**config.mk**
```make
export PLATFORM = sky130hd
export DESIGN_NAME = ifetch_ctrl
export DESIGN_NICKNAME = d
export VERILOG_FILES = /design/src/rtl/ifetch_ctrl.sv
export SDC_FILE = /design/constraint.sdc
export NUM_CORES = 1
export LEC_CHECK = 0
export ABC_AREA = 1
export ABC_CLOCK_PERIOD_IN_PS = 3200
export BUFFER_PORTS_ARGS = -buffer_cell sky130_fd_sc_hd__buf_2
export CORE_MARGIN = 5
export CORE_UTILIZATION = 55
export DETAILED_ROUTE_END_ITERATION = 7
export GPL_ROUTABILITY_DRIVEN = 1
export GPL_TIMING_DRIVEN = 0
export HOLD_SLACK_MARGIN = 0.12
export PLACE_DENSITY = 0.86
export REMOVE_ABC_BUFFERS = 1
export SLEW_MARGIN = 25
export SYNTH_ARGS = -nofsm -noshare
export SYNTH_HDL_FRONTEND = slang
export SYNTH_SLANG_ARGS = --single-unit
```
**constraint.sdc**
```tcl
create_clock -name clk -period 3.2 [get_ports clk]
set_input_delay 0.96 -clock clk [delete_from_list [all_inputs] [get_ports clk]]
set_output_delay 0.96 -clock clk [all_outputs]
set_load 0.02 [all_outputs]
```
**src/rtl/ifetch_ctrl.sv**
```systemverilog
// Instruction-fetch controller: owns the fetch PC, fills a 2-entry prefetch queue
// from a combinational instruction memory and shares the port with a debug reader.
module ifetch_ctrl #(
    parameter logic [31:0] RESET_PC = 32'h0000_0000
) (
    input  logic        clk,
    input  logic        rst_n,
    output logic        imem_ce,
    output logic [31:0] imem_addr,
    input  logic [31:0] imem_data,
    input  logic        redirect_valid,
    input  logic [31:0] redirect_pc,
    input  logic        halt,
    output logic        inst_valid,
    input  logic        inst_ready,
    output logic [31:0] inst_data,
    output logic [31:0] inst_pc,
    input  logic        dbg_req,
    input  logic [31:0] dbg_addr,
    output logic        dbg_ack,
    output logic [31:0] dbg_data
);

    typedef enum logic {
        RUN      = 1'b0,
        DBG_RESP = 1'b1
    } state_t;

    localparam logic [31:0] PC_ALIGN_MASK = 32'hFFFF_FFFC;
    localparam logic [31:0] PC_AFTER_RST  = RESET_PC & PC_ALIGN_MASK;

    state_t      r_state;
    state_t      w_state_next;
    logic [31:0] r_fetch_pc;
    logic [31:0] r_q_pc   [2];
    logic [31:0] r_q_inst [2];
    logic [1:0]  r_count;
    logic        r_last_dbg;
    logic [31:0] r_dbg_data;

    logic        w_fetch_wants;
    logic        w_dbg_eligible;
    logic        w_dbg_grant;
    logic        w_fetch_grant;
    logic        w_pop;

    // Grants are gated by rst_n so the memory port is quiet while reset is held.
    always_comb begin
        w_fetch_wants  = !halt && !redirect_valid && (r_count < 2'd2);
        w_dbg_eligible = dbg_req && (r_state == RUN);
        w_dbg_grant    = rst_n && w_dbg_eligible && (!w_fetch_wants || !r_last_dbg);
        w_fetch_grant  = rst_n && !w_dbg_grant && w_fetch_wants;
        w_pop          = (r_count != 2'd0) && inst_ready;
    end

    always_comb begin
        imem_ce   = 1'b0;
        imem_addr = '0;
        if (w_dbg_grant) begin
            imem_ce   = 1'b1;
            imem_addr = dbg_addr;
        end else if (w_fetch_grant) begin
            imem_ce   = 1'b1;
            imem_addr = r_fetch_pc;
        end
    end

    always_comb begin
        w_state_next = r_state;
        case (r_state)
            RUN:      if (w_dbg_grant) w_state_next = DBG_RESP;
            DBG_RESP: w_state_next = RUN;
            default:  w_state_next = RUN;
        endcase
    end

    always_ff @(posedge clk or negedge rst_n) begin
        if (!rst_n) begin
            r_state <= RUN;
        end else begin
            r_state <= w_state_next;
        end
    end

    always_ff @(posedge clk or negedge rst_n) begin
        if (!rst_n) begin
            r_fetch_pc <= PC_AFTER_RST;
            r_last_dbg <= 1'b0;
            r_dbg_data <= '0;
        end else begin
            if (redirect_valid) begin
                r_fetch_pc <= redirect_pc & PC_ALIGN_MASK;
            end else if (w_fetch_grant) begin
                r_fetch_pc <= r_fetch_pc + 32'd4;
            end
            if (w_dbg_grant) begin
                r_last_dbg <= 1'b1;
                r_dbg_data <= imem_data;
            end else if (w_fetch_grant) begin
                r_last_dbg <= 1'b0;
            end
        end
    end

    // Head always lives in slot 0; a pop shifts slot 1 down.
    always_ff @(posedge clk or negedge rst_n) begin
        if (!rst_n) begin
            r_count     <= '0;
            r_q_pc[0]   <= '0;
            r_q_pc[1]   <= '0;
            r_q_inst[0] <= '0;
            r_q_inst[1] <= '0;
        end else if (redirect_valid) begin
            r_count     <= '0;
            r_q_pc[0]   <= '0;
            r_q_pc[1]   <= '0;
            r_q_inst[0] <= '0;
            r_q_inst[1] <= '0;
        end else begin
            case ({w_fetch_grant, w_pop})
                2'b11: begin
                    if (r_count == 2'd1) begin
                        r_q_pc[0]   <= r_fetch_pc;
                        r_q_inst[0] <= imem_data;
                    end else begin
                        r_q_pc[0]   <= r_q_pc[1];
                        r_q_inst[0] <= r_q_inst[1];
                        r_q_pc[1]   <= r_fetch_pc;
                        r_q_inst[1] <= imem_data;
                    end
                end
                2'b10: begin
                    if (r_count == 2'd0) begin
                        r_q_pc[0]   <= r_fetch_pc;
                        r_q_inst[0] <= imem_data;
                    end else begin
                        r_q_pc[1]   <= r_fetch_pc;
                        r_q_inst[1] <= imem_data;
                    end
                    r_count <= r_count + 2'd1;
                end
                2'b01: begin
                    r_q_pc[0]   <= r_q_pc[1];
                    r_q_inst[0] <= r_q_inst[1];
                    r_count     <= r_count - 2'd1;
                end
                default: ;
            endcase
        end
    end

    always_comb begin
        inst_valid = (r_count != 2'd0);
        inst_data  = inst_valid ? r_q_inst[0] : '0;
        inst_pc    = inst_valid ? r_q_pc[0]   : '0;
        dbg_ack    = (r_state == DBG_RESP);
        dbg_data   = r_dbg_data;
    end

endmodule

```
==> flow_summary.toml <==
[clock_tree]
cts-root-buf = "clkbuf_16"
clk_latency_ns = 0.44
cts_buffers = 17
cts.sinks = 192
h-tree-depth = 4
clock_path_buffers = 2
cts_tree = "built"
clk_pin_slew_ns = 0.07

[logic_synthesis]
synth_xor_area_share_pct = 0.0825
synthCells = 1535
ys_warn_count = 0
synth_seq_cells = 192
synth_cell_types = 30
synth_fa_ha_area_share_pct = 0.707
netlist_area_mm2 = 0.0106
seq_area_frac_synth_pct = 45.2
muxShareOfSynthArea_pct = 0
synth-compound-area-share_pct = 8.47
syn_area_per_cell_um2 = 6.92
synth_top_family_by_area = "simple AND/OR/NAND/NOR gates"
synth-simple-area-share_pct = 35.9

[grt]
track_usage_pct = 34.1
grt_max_degree = 64
antenna_found_initial = 1
grt_pass1_wl_um = 59700
grt_pass1_vias = 11285
grt-ovfl-total = 0

[final_layout]
drive_gt1_share_pct = 20.5
syn_to_final_growth_pct = 28.0
nets = 1851
design_area_mm2 = 0.0136
mostFrequentLayoutCell = "nand2_1"
layout_common_cells = "502 x nand2_1, 235 x nand3_1, 216 x buf_2, 192 x dfrtp_1, 146 x nor2_1"

[sta]
worst_pin_slew_ns = 1.09
setup_viol = 0
finalHoldViolations = 0
clock.fmax_mhz = 314
maxSlewViolCount = 0
fin_worst_skew_ns = 0.0134
timing.slew.headroom_pct = 27.2
period_share_pct = 99.5
fin_hold_ws_ns = 0.444
finalCriticalPeriod_ns = 3.18

[placed_design]
place.gp.congestion = 0.839
portBuffers = 230
dpl_cell_area_mm2 = 0.0120
place_hpwl_um = 20000

[route]
routed_wl_um = 39000
first_pass_iters = 7
viasPerCell = 5.79
ant_nets = 0
vias = 11674
drt_iter0_drc = 1409
drcViolationCount = 0
wl_per_cell_um = 19.3

[job]
maxCapViolCount = 0

[die]
start_util_pct = 56.4
die_w_um = 149
ios = 233
dieArea_mm2 = 0.0222
core_area_mm2 = 0.0188
rows = 50
dieHeight_um = 149

[critical_path]
timing.critical_path.slowest_stage_cell = "nor3_4"
critPathMostFrequentCell = "nand2_8"
critPathMaxFanout = 8
critPathRequiredTime_ns = 2.24
cp-end-kind = "primary output"
timing_worst_setup_path_type = "in2out"
cp.arrival_ns = 2.22
worstPathCellList = "buf_2 -> nor3_4 -> nand2_4 -> nand2_8 -> buf_12 -> nand2_8 -> o21ai_4 -> buf_6"
max_stage_delay_ns = 0.26
start_kind = "primary input"

[min_path]
hp-class = "in2async"

[power_and_ir_drop]
ir_worst_vdd_mv = 0.458
powerDensity_mw_per_mm2 = 660
p_leak_nw = 7.11

[outcome]
outcome = "finished, final reports clean"
==> kinds of logic after synthesis <==
group / Yosys count
AOI/OAI and AO/OA: 177
adders and majority gates: 6
and+or+nand+nor: 912
xor gates and xnor gates: 1
DFF: 192
buffers and inverters: 247
==> synthesized netlist by cell type (all sizes together) <==
cell type    n  area share [%]
ha           6            0.71
or2          1           0.059
nand4        2            0.12
inv        149             5.3
a22oi        1           0.071
dfrtp      192              45
o21ai      109             5.2
nand2      513              18
and2         2            0.12
nor3         4            0.24
a21oi       63             3.0
o211ai       2            0.14
buf         64             3.2
xnor2        1           0.082
nor2       151             5.5
nand3      238              11
o22ai        2            0.12
clkbuf      34             1.2
and3         1           0.059
==> metal layers <==
layer	track usage, %	up-vias	routed length [µm]
met5	0	-	13
met4	16.3	2	1890
met3	6.72	186	4520
met2	56.1	860	18300
met1	43.4	5348	14300
li1	-	5278	-
==> power breakdown <==
part | switching (mW) | internal (mW) | leakage, nW
registers | 0.305 | 2.86 | 2.53
logic | 2.40 | 1.18 | 4.28
clock network | 1.03 | 1.21 | 0.301
==> registers in the layout, summed over array words and instances (netlist names) <==
register and flops:
r_q_inst 64, r_q_pc 62, dbg_data 32, r_fetch_pc 30, r_count 2, dbg_ack 1, r_last_dbg 1
==> area by class of cell <==
type / count / area, µm²
fill: 1427 / 5240
clock inverter: 13 / 169
multi-input combinational: 1105 / 5100
tap: 260 / 325
clock buffer: 18 / 439
timing repair inverter: 1 / 20.0
sequential: 192 / 4800
timing repair buffer: 277 / 2150
inverter: 149 / 581
antenna: 1 / 2.50
==> path summary, 6_finish.rpt <==
path | endpoint | cells past startpoint | start | slack [ns]
max | imem_addr[11] | 8 | halt | 0.02
min | r_q_inst[61] | 1 | rst_n | 0.44
max reg2reg | r_q_pc[36] | 10 | r_count[1] | 0.13
min reg2reg | r_q_pc[55] | 2 | r_q_pc[55] | 0.47
max in group asynchronous | r_q_pc[37] | 4 | rst_n | 2.04
min in group clk | r_q_pc[55] | 2 | r_q_pc[55] | 0.47
==> per-stage QoR <==
step / setup WS [ns] / utilization [%] / power (mW) / TNS [ns] / instances
after CTS: 0.00672 / 71.5 / 8.70 / 0 / 2008
after global routing: -0.0795 / 72.2 / 9.37 / -0.826 / 2015
after global placement: -8.19 / 61.8 / 5.88 / -1669.83 / 1927
after detailed placement: -2.40 / 63.5 / 6.17 / -383.40 / 1937
final: 0.0174 / 72.2 / 8.97 / 0 / 2016
after floorplan: -1.75 / - / 4.91 / -162.53 / 1437
==> repair_timing <==
item | 4_1_cts | 5_1_grt
pin swaps | 12 | 5
buffers inserted | 18 | 4
hold buffers | 0 | 0
endpoints found under the setup margin | 199 | 118
resized for setup | 55 | 11
gates cloned | 22 | 4
==> worst max-delay path: cells and delay by family <==
| kind | cells | cell delay (ns) |
|---|---|---|
| simple gates | 4 | 0.63 |
| buf+inv | 3 | 0.44 |
| compound gates | 1 | 0.18 |
No activity file was read; power rests on OpenSTA's default activity.
